<file path="src/rtl/conv_feeder.sv">
// conv_feeder: builds a stride-1 sliding window of samples and hands window plus kernel
// to an external convolution operator. Define CONV_FEEDER_FLUSH_EN to add the flush input.
package Conv;
  parameter int LEN   = 4;
  parameter int WIDTH = 64;
  parameter int CNT_W = $clog2(LEN + 1);
  typedef logic [LEN-1:0][WIDTH-1:0] data_vector;
  typedef logic [2*WIDTH-1:0]        result_t;
endpackage

module conv_feeder (
  input  logic                   clk,
  input  logic                   rst,
`ifdef CONV_FEEDER_FLUSH_EN
  input  logic                   flush,
`endif
  input  Conv::data_vector       kernel_in,
  input  logic                   kernel_load,
  input  logic [Conv::WIDTH-1:0] sample_in,
  input  logic                   sample_valid,
  output logic                   sample_ready,
  output Conv::data_vector       conv_kernel,
  output Conv::data_vector       conv_data,
  output logic                   conv_valid,
  input  logic                   conv_ready,
  input  Conv::result_t          op_result,
  input  logic                   op_valid,
  output logic                   op_ready,
  output Conv::result_t          result_out,
  output logic                   result_valid,
  input  logic                   result_ready,
  output logic [Conv::CNT_W-1:0] win_count
);
  localparam int          LEN  = Conv::LEN;
  localparam int          CW   = Conv::CNT_W;
  localparam logic [CW-1:0] FULL = CW'(Conv::LEN);

  typedef enum logic [1:0] {FILL, ISSUE, WAIT, DRAIN} state_t;
  state_t state, state_next;

  Conv::data_vector window;
  logic             ready_en;
  logic             sample_fire, conv_fire, op_fire, result_fire;
  logic             flush_fill;
  logic [CW-1:0]    count_next;

  // sample_ready stays low until the first edge after reset release
  always_comb begin
    sample_ready = 1'b0;
    conv_valid   = 1'b0;
    op_ready     = 1'b0;
    result_valid = 1'b0;
    case (state)
      FILL:    sample_ready = ready_en;
      ISSUE:   conv_valid   = 1'b1;
      WAIT:    op_ready     = 1'b1;
      DRAIN:   result_valid = 1'b1;
      default: ;
    endcase
  end

  assign sample_fire = sample_valid && sample_ready;
  assign conv_fire   = conv_valid && conv_ready;
  assign op_fire     = op_valid && op_ready;
  assign result_fire = result_valid && result_ready;
  assign conv_data   = window;

`ifdef CONV_FEEDER_FLUSH_EN
  assign flush_fill = flush && (state == FILL);
`else
  assign flush_fill = 1'b0;
`endif

  // a flush restarts the count; a sample on the same edge becomes the first entry
  always_comb begin
    count_next = win_count;
    if (flush_fill)
      count_next = sample_fire ? CW'(1) : '0;
    else if (sample_fire && (win_count != FULL))
      count_next = win_count + 1'b1;
  end

  always_comb begin
    state_next = state;
    case (state)
      FILL:    if (sample_fire && (count_next == FULL)) state_next = ISSUE;
      ISSUE:   if (conv_fire)   state_next = WAIT;
      WAIT:    if (op_fire)     state_next = DRAIN;
      DRAIN:   if (result_fire) state_next = FILL;
      default: state_next = FILL;
    endcase
  end

  always_ff @(posedge clk or negedge rst) begin
    if (!rst) begin
      state    <= FILL;
      ready_en <= 1'b0;
    end else begin
      state    <= state_next;
      ready_en <= 1'b1;
    end
  end

  // window shifts toward index 0, so window[0] always holds the oldest sample
  always_ff @(posedge clk or negedge rst) begin
    if (!rst) begin
      window      <= '0;
      win_count   <= '0;
      conv_kernel <= '0;
      result_out  <= '0;
    end else begin
      win_count <= count_next;
      if (sample_fire) begin
        for (int k = 0; k < LEN - 1; k++)
          window[k] <= flush_fill ? '0 : window[k+1];
        window[LEN-1] <= sample_in;
      end else if (flush_fill) begin
        window <= '0;
      end
      if ((state == FILL) && kernel_load)
        conv_kernel <= kernel_in;
      if (op_fire)
        result_out <= op_result;
    end
  end

endmodule
</file>
<file path="config.mk">
export PLATFORM = sky130hd
export DESIGN_NAME = conv_feeder
export DESIGN_NICKNAME = d
export VERILOG_FILES = /design/src/rtl/conv_feeder.sv
export SDC_FILE = /design/constraint.sdc
export NUM_CORES = 1
export LEC_CHECK = 0
export CORE_AREA = 8 8 417 419
export CTS_CLUSTER_DIAMETER = 50
export CTS_CLUSTER_SIZE = 8
export DETAILED_ROUTE_END_ITERATION = 8
export DIE_AREA = 0 0 425 427
export SYNTH_ARGS = -nofsm -noshare
export SYNTH_HDL_FRONTEND = slang
export SYNTH_SLANG_ARGS = --single-unit
export TNS_END_PERCENT = 20
</file>
<file path="constraint.sdc">
create_clock -name clk -period 1.8 [get_ports clk]
set_input_delay 0.36 -clock clk [delete_from_list [all_inputs] [get_ports clk]]
set_output_delay 0.36 -clock clk [all_outputs]
set_load 0.005 [all_outputs]
</file>
* Word-level counts from Yosys, hierarchy flattened
Index checks and enable logic that the tools add are counted.
** Operators by class
- $add $sub $neg :: 1
- Equal/unequal tests :: 9
- Multiplexer cells :: 10
- Reduce and logical (&&, ||, !) cells :: 9
** Operators with widths (count)
- $mux 2 :: 4
- $ne 2x2->1 const B :: 4
- $pmux 2 s4 :: 1
- $logic_and 1x1->1 :: 7
- $eq 2x2->1 const B :: 2
- $mux 1 :: 4
- $reduce_and 4->1 :: 1
- $add 3x1->3 const B :: 1
- $eq 3x3->1 const B :: 1
- $mux 3 :: 1
- $ne 3x3->1 const B :: 1
- $eq 2x1->1 const B :: 1
- $logic_not 2->1 :: 1
** Word-level totals
- Flip-flop bits (word level) :: 646
- Input bits :: 455
- Output and inout port bits :: 647

* Logic depth before layout (Yosys ltp)
- Depth in word-level cells :: 9
- Gate-level depth with buffers :: 8
- Depth with buffers taken out :: 7

* Worst setup path before layout
No wires, ideal clock.
- Kind :: flip-flop to flip-flop
- Start :: register state[0]
- End :: register result_out[100]
- Setup time :: 0.125 ns
- Arrival :: 1.539 ns
- Data required time :: 1.675 ns
- Setup slack :: 0.136 ns
- Stages on the path, launching flop included :: 7
- Buffers on the path :: 2
- Period minus slack after synthesis :: 1.664 ns
- Path through :: dfrtp_1 inv_1 ha_1 nand2_1 clkbuf_1 buf_2 mux2_2
** Between the ends
- Word-level cells in the longest chain between the ends :: 3
** Ends and longest elaborated chain
- from (decl) :: RTL line 39 : state_t state, state_next;
- from (signal assigned) :: RTL line 99 : state <= state_next;
- $eq 2x2->1 :: RTL line 53 : case (state)
- $mux 1 :: RTL line 53
- via op_ready :: RTL line 28 : output logic op_ready,
- $logic_and 1x1->1 :: RTL line 64 : assign op_fire = op_valid && op_ready;
- to (signal assigned) :: RTL line 123 : result_out <= op_result;
- to (decl) :: RTL line 29 : output Conv::result_t result_out,
The timed path passes the listed nets, and every way through them passes these cells.
A chain may end at the register's enable or synchronous reset.

* Final worst setup path
- Start :: register state[1]
- End :: output conv_valid
** Between the ends
- Word-level cells in the longest chain between the ends :: 2
** Ends and longest elaborated chain
- $eq 2x1->1 :: RTL line 53
- $mux 1 :: RTL line 53
- to (decl) :: RTL line 24 : output logic conv_valid,
Every way passes these cells.

==> key figures <==
Routing
  – DRC: 0
  – Router iterations before antenna repair: 5
  – Via count: 20,042
  – Post-DR wirelength/cell: 23.82 µm
  – Detailed Route WL: 131.7 mm
  – Iter 0 DRT Violations: 1,037
  – Post-route ant nets: 0
  – Vias per Instance: 3.624

Critical path
  – RR Startpoint: state[0]
  – Most frequent CP cell: buf_6
  – CP Cell Sequence: inv_2, buf_6, ha_4, buf_6, buf_12
  – Register-to-register setup slack: -0.11 ns
  – Crit path max-delay cell type: dfrtp_1
  – Crit Path Class: flop to output port
  – R2r endpoint: conv_data[244]
  – Crit end category: output port
  – Worst Path Required: 1.44 ns
  – R2R depth: 8
  – Worst Path Max Fanout: 3
  – Startpoint Class: flop
  – CP max stage delay: 0.39 ns
  – CP Data Arrival Time: 1.71 ns

Cells and area
  – Share of cells above drive strength 1: 0.3101
  – Most frequent cells in the layout: 769 x nand2_1, 633 x dfrtp_1, 453 x clkdlybuf4s50_1
  – Nets: 3,702
  – Syn-to-layout area delta: 78.08%
  – Commonest non-fill, non-tap cell in the layout: nand2_1

Clock network
  – Clk buf depth: 3
  – CTS H-tree lvls: 3
  – TritonCTS buffer count: 107
  – Root Driver: clkbuf_16
  – Clock transition at path regs: 0.05 ns
  – Worst skew pair latency: 0.74 ns
  – Num Clock Sinks: 646
  – CTS tree: yes

Yosys
  – Compound-Gate Fraction of Synth Area: 0.001090
  – Library cells used by synthesis: 24
  – Combinational family with the most area after synthesis: multiplexers
  – Multiplexer area fraction after synthesis: 0.1811
  – Ys async rst share: 1.000
  – Sequential element share of the synthesized area: 0.6705
  – Post-Syn Instances: 1,936
  – Post-synthesis simple-gate area fraction: 0.1229
  – XOR/XNOR Fraction of Synth Area: 0.0003633
  – Adder-Cell Fraction of Synth Area: 0.003633
  – Mean Syn Cell Area: 12.45 µm²
  – Flops & latches, synth: 646
  – Cell area after synthesis: 24,110 µm²
  – Synth Flop Type: dfrtp_1
  – YS warnings: 0
  – Syn Nets: 2,398
  – EDFF count, synth: 0

Placement
  – I/O Buffers: 1,101
  – Hpwl dp: 107.3 mm
  – Gp weighted congestion: 0.8867

Min path
  – Worst Hold End: conv_data[230]
  – HP Class: input port to flop
  – Worst Hold Path Cells: 3
  – Hold_sp: sample_in[38]

Floorplan
  – IO Pins: 1,102
  – Width of the die: 425 µm
  – Die H: 427 µm
  – Die Footprint: 181,500 µm²
  – Starting Density: 0.1437
  – Core Footprint: 167,800 µm²
  – Row cnt: 151

Global route
  – Met1 usage: 0.1540
  – First-pass GRT wire length: 174.4 mm
  – Vias in the first global route: 20,558
  – Total GRT Usage: 0.1369
  – Top Usage Layer GRT: met2
  – Initial antenna violation count: 81
  – Total gr overflow: 0
  – Met2 usage: 0.2262
  – Met3 Resource Use GR: 0.05942
  – Largest net degree at the start of global routing: 64

Timing
  – RSZ-0062 raised after global routing: true
  – FMAX: 482.1 MHz
  – Tmin final: 2.074 ns
  – Setup TNS: -1.565 ns
  – Hold Vio Cnt, Final: 0
  – Fin. max-slew vios: 0
  – Final worst path period share: 1.152
  – Worst-margin pin slew: 0.6222 ns
  – WHS: 0.1699 ns
  – Final setup viols: 32
  – Skew final: 0.03987 ns
  – Slew margin rel.: 0.5852
  – Worst setup margin: -0.2743 ns

Power and ir drop
  – Clock share of power: 0.261
  – Seq pwr share: 0.345
  – Pwr Density: 1804 nW/µm²
  – Internal power: 51.45 mW
  – Max VDD drop: 0.9725 mV
  – Sw power: 25.99 mW
  – Comb pwr share: 0.394
  – Sw Share: 0.3356
  – Lkg Pwr: 23.59 nW

Run status
  – Failing checks: negative setup slack
  – Status: finished with violations

Run
  – Max Cap Violations: 0
-- critical path: cells and delay by family (launching register included) --
family | cells | cell delay (ns)
flops | 1 | 0.39
buf+inv | 4 | 0.43
fa+ha+maj | 1 | 0.16
-- repair_timing --
| item | in CTS | in global routing |
|---|---|---|
| hold buffers | 1 | 0 |
| gates resized for setup | 1127 | 396 |
| buffers inserted | 39 | 19 |
| setup endpoints to repair | 1121 | 783 |
| endpoints found under the hold margin | 80 | 0 |
| pin swaps | 2 | 2 |
| gates cloned | 0 | 0 |
-- how the worst max path moves through the flow --
stage,depth (start not counted),endpoint,startpoint
after floorplan,6,result_out[100],state[0]
after global placement,5,state[1],op_valid
after detailed placement,5,state[1],op_valid
after CTS,5,conv_valid,state[1]
after global routing,5,conv_valid,state[1]
final,5,conv_valid,state[1]
-- metrics by stage --
step / utilization / cell area, µm² / total power [mW] / instances / worst slack [ns]
6_report: 0.2559 / 42930 / 77.44 / 5531 / -0.2743
5_1_grt: 0.2557 / 42900 / 81.45 / 5517 / -0.3661
4_1_cts: 0.2486 / 41710 / 79.81 / 5491 / -0.3882
3_5_place_dp: 0.2329 / 39080 / 60.82 / 5292 / -0.4937
3_3_place_gp: 0.2329 / 39080 / 60.40 / 5292 / -0.4682
2_1_floorplan: - / 24110 / 35.50 / 1936 / 0.1364
-- power by group through the flow --
stage | Clock (mW) | Sequential (mW) | Combinational (mW)
2_1_floorplan | 0 | 26.6 | 8.88
6_report | 20.2 | 26.7 | 30.5
4_1_cts | 20.8 | 26.9 | 32.1
5_1_grt | 21.3 | 27.6 | 32.6
3_5_place_dp | 0 | 27.1 | 33.7
3_3_place_gp | 0 | 26.8 | 33.6
-- cell families (layout without fill, tap and decap cells) --
group	after synthesis	in the layout
buf+inv	106	1462
fa+ha+maj	7	7
simple gates	783	783
compound gates	4	4
flops	646	646
mux	388	388
other cells	1	22
xor+xnor	1	1
-- synthesized netlist by cell type (2+ instances only) --
| library cell | n | area, µm² |
|---|---|---|
| inv_1 | 7 | 26.28 |
| nor2_1 | 2 | 7.510 |
| mux2_2 | 385 | 4335 |
| buf_1 | 2 | 7.510 |
| nand2_1 | 772 | 2898 |
| dfrtp_1 | 646 | 16170 |
| nand3_1 | 2 | 10.01 |
| mux2i_1 | 2 | 20.02 |
| nor2b_1 | 2 | 12.51 |
| clkbuf_1 | 25 | 93.84 |
| buf_2 | 72 | 360.4 |
| ha_1 | 7 | 87.58 |
-- state kept, by name (all words and copies together) (netlist names) --
signal and cells:
conv_data 256, win_count 3, conv_kernel 256, result_out 128, state 2, ready_en 1
-- layout make-up --
cell class | count | area [µm²]
fill | 17643 | 124800
tap | 2218 | 2775
inverter | 7 | 26.28
antenna | 21 | 52.55
sequential | 646 | 16180
clock buffer | 131 | 2889
timing repair buffer | 1294 | 12870
multi-input combinational | 1184 | 7571
clock inverter | 30 | 566.8
-- metal layers --
metal / share of wire / up-vias
met5: 0.0020 / -
met4: 0.042 / 44
met3: 0.094 / 257
met2: 0.49 / 823
met1: 0.38 / 10013
li1: - / 8905
No activity file was read; power rests on OpenSTA's default activity.
==> RTL edit (same settings) <==
Build with the macro `CONV_FEEDER_FLUSH_EN` defined.
--- a/src/rtl/conv_feeder.sv
+++ b/src/rtl/conv_feeder.sv
@@ -2,2 +2,4 @@
 // to an external convolution operator. Define CONV_FEEDER_FLUSH_EN to add the flush input.
+`define CONV_FEEDER_FLUSH_EN
+
 package Conv;
Interface: changed (added flush); port bits go from 1102 to 1103. The function was not compared with the original's and may differ.
==> RTL edit against the unedited design <==
- the run still ends with setup timing left
- clock power shrank 8%
- sequential cell count is the same
- final area is essentially flat
- worst hold slack lost 0.036 ns
- routed wire length grew 0.83%
- area after synthesis shrank 0.92%
- setup slack gained 0.045 ns
- first-iteration DRC count shrank 9.2%
- total power shrank 13%
- critical path type unchanged
- largest cell class unchanged
- largest power group unchanged
==> RTL edit: results (changes against the unedited design) <==
stage;metric;value;unit;change
clocking;ctsResizeCount;1010;;was 1127
worst_setup_path;critPathMaxFanout;4;;was 3
status;status;finished, violations left;;unchanged
cells_and_area;drive_gt1_share;35.2;%;was 31.0%
cells_and_area;num-fill-cells;17585;;was 17643
route;drt-total-wl;133000;microns;was 132000 microns
clocking;cts_buffers;106;;was 107
timing;setup-violations-final;113;;was 32
worst_setup_path;ff2ff_setup_slack;-0.10;ns;
status;violations;setup timing;;unchanged
worst_setup_path;crit_path_top_delay_cell;dfrtp_1;;unchanged
logic_synthesis;synth_cell_types;30;;was 24
route;via_per_inst;3.70;;was 3.62
global_route;grt_use_total;13.8;%;was 13.7%
placement;dpl.hpwl;107000;microns;about the same
clocking;cts_max_level;3;;unchanged
logic_synthesis;ys_warn_count;0;;unchanged
clocking;clk_pin_slew;0.05;ns;about the same
logic_synthesis;async_reset_ff_share;100;%;unchanged
logic_synthesis;synthFlopType;dfrtp_1;;unchanged
global_route;grt_pass1_wl;174000;microns;about the same
worst_setup_path;crit_path_end;conv_valid;;unchanged
worst_setup_path;worstReg2RegEnd;conv_kernel[140]$_DFFE_PN0P_;;was conv_data[244]$_DFFE_PN0P_
hold_path;hold_path.class;in2async;;was in2reg
worst_setup_path;slowest_delay;0.38;ns;
clocking;cts_root_buf;clkbuf_16;;unchanged
logic_synthesis;synth_area_leaders;dfrtp_1, mux2_2, a22o_1, nand2_1, buf_2;;was dfrtp_1, mux2_2, nand2_1, buf_2, clkbuf_1
timing;layout_setup_ws;-0.230;ns;was -0.274 ns
clocking;cts_buffer_depth;3;;unchanged
timing;clock_skew;0.0468;ns;was 0.0399 ns
placement;gp_congestion;0.877;;was 0.887
clocking;ctsHoldBuffers;1;;unchanged
global_route;met2_usage;23.2;%;was 22.6%
worst_setup_path;crit_family;buffers and inverters;;unchanged
power;power_leakage;0.0232;uW;was 0.0236 uW
clocking;clk_latency;0.72;ns;was 0.74 ns
global_route;grt_max_degree;64;;unchanged
worst_setup_path;startpoint;state[0]$_DFFE_PN0P_;;was state[1]$_DFFE_PN0P_
worst_setup_path;arrival;1.67;ns;was 1.71 ns
worst_setup_path;reg2reg_depth;7;;was 8
placement;io_buffer_count;1102;;was 1101
clocking;postCtsSetupBuffers;70;;was 39
global_route;antenna_found_initial;58;;was 81
route;drtPass1Iterations;5;;unchanged
route;dr.first_iter.drc_count;942;;was 1037
global_route;grt_pass1_vias;20422;;was 20558
worst_setup_path;r2r_start;state[1]$_DFFE_PN0P_;;was state[0]$_DFFE_PN0P_
logic_synthesis;syn_nets;2045;;was 2398
global_route;met1_usage;14.6;%;was 15.4%
global_route;use_met3;6.11;%;was 5.94%
logic_synthesis;ys_seq_area_share;67.7;%;was 67.1%
power;vdd_drop_max;1.16;mV;was 0.972 mV
cells_and_area;layout.nets;3376;;was 3702
logic_synthesis;synth_commonest_cells;dfrtp_1, mux2_2, a22o_1;;was nand2_1, dfrtp_1, mux2_2
-- RTL edit: changes by cell type after synthesis, moves of 6 or more --
cell,change
a22o_1,+192
buf_1,+6
buf_2,+12
clkbuf_1,-13
nand2_1,-638
nand3_1,+65
-- RTL edit: logic make-up after synthesis --
| group | synth area share (%) |
|---|---|
| adder cells (fa/ha/maj) | 0.367 |
| AND/OR/NAND/NOR | 4.01 |
| flip-flops | 67.7 |
| other | 0.0157 |
| buffers and inverters | 2.31 |
| AO/OA/AOI/OAI | 7.39 |
| multiplexers | 18.2 |
-- RTL edit: final cells by class --
class | count | area [sq um] | area share (%)
diodes | 29 | 72.6 | 0.169
clock buffers | 125 | 2850 | 6.62
clock inverters | 28 | 322 | 0.749
inverters | 7 | 26.3 | 0.0612
multi-input cells | 821 | 7280 | 17.0
flip-flops and latches | 646 | 16200 | 37.7
well taps | 2218 | 2780 | 6.46
repair buffers | 1331 | 13400 | 31.3
-- RTL edit: worst reg2reg max path, delay by kind of cell, from the launching register on --
kind,cells,cell delay (ns)
AND/OR/NAND/NOR,1,0.11
buffers and inverters,4,0.74
multiplexers,1,0.38
adder cells (fa/ha/maj),1,0.17
flip-flops,1,0.37
-- RTL edit: how the worst min path moves through the flow --
stage | from | end | slack (ns)
after floorplan | rst | conv_data[0]$_DFFE_PN0P_ | 0.06
after global placement | rst | conv_kernel[194]$_DFFE_PN0P_ | 0.29
after detailed placement | rst | conv_kernel[194]$_DFFE_PN0P_ | 0.29
after CTS | rst | conv_kernel[194]$_DFFE_PN0P_ | 0.05
after global routing | rst | conv_kernel[194]$_DFFE_PN0P_ | 0.08
final | rst | conv_kernel[194]$_DFFE_PN0P_ | 0.13
-- RTL edit: power breakdown --
part	switching [uW]	leakage [uW]	total (uW)	internal (uW)
registers	3640	0.00806	23800	20200
logic	11000	0.0136	25300	14300
clock network	7340	0.00152	18600	11200
-- RTL edit: metrics by stage --
| step | setup TNS, ns | area [sq um] | util (%) | setup WS [ns] | std cells |
|---|---|---|---|---|---|
| after CTS | -127.58 | 41600 | 24.8 | -0.335 | 5156 |
| after global placement | -81.01 | 38800 | 23.2 | -0.322 | 4932 |
| after global routing | -17.82 | 42900 | 25.6 | -0.332 | 5191 |
| final | -7.14 | 43000 | 25.6 | -0.230 | 5205 |
| after detailed placement | -82.54 | 38800 | 23.2 | -0.335 | 4932 |
| after floorplan | 0 | 23900 | - | 0.0578 | 1582 |
-- RTL edit: routing by layer --
layer / share of wire [%] / routed length [microns] / up-vias
met1: 36 / 47200 / 9875
met5: 0.078 / 103 / -
met2: 50 / 66900 / 801
met3: 9.6 / 12700 / 210
li1: - / - / 8350
met4: 4.5 / 5940 / 16
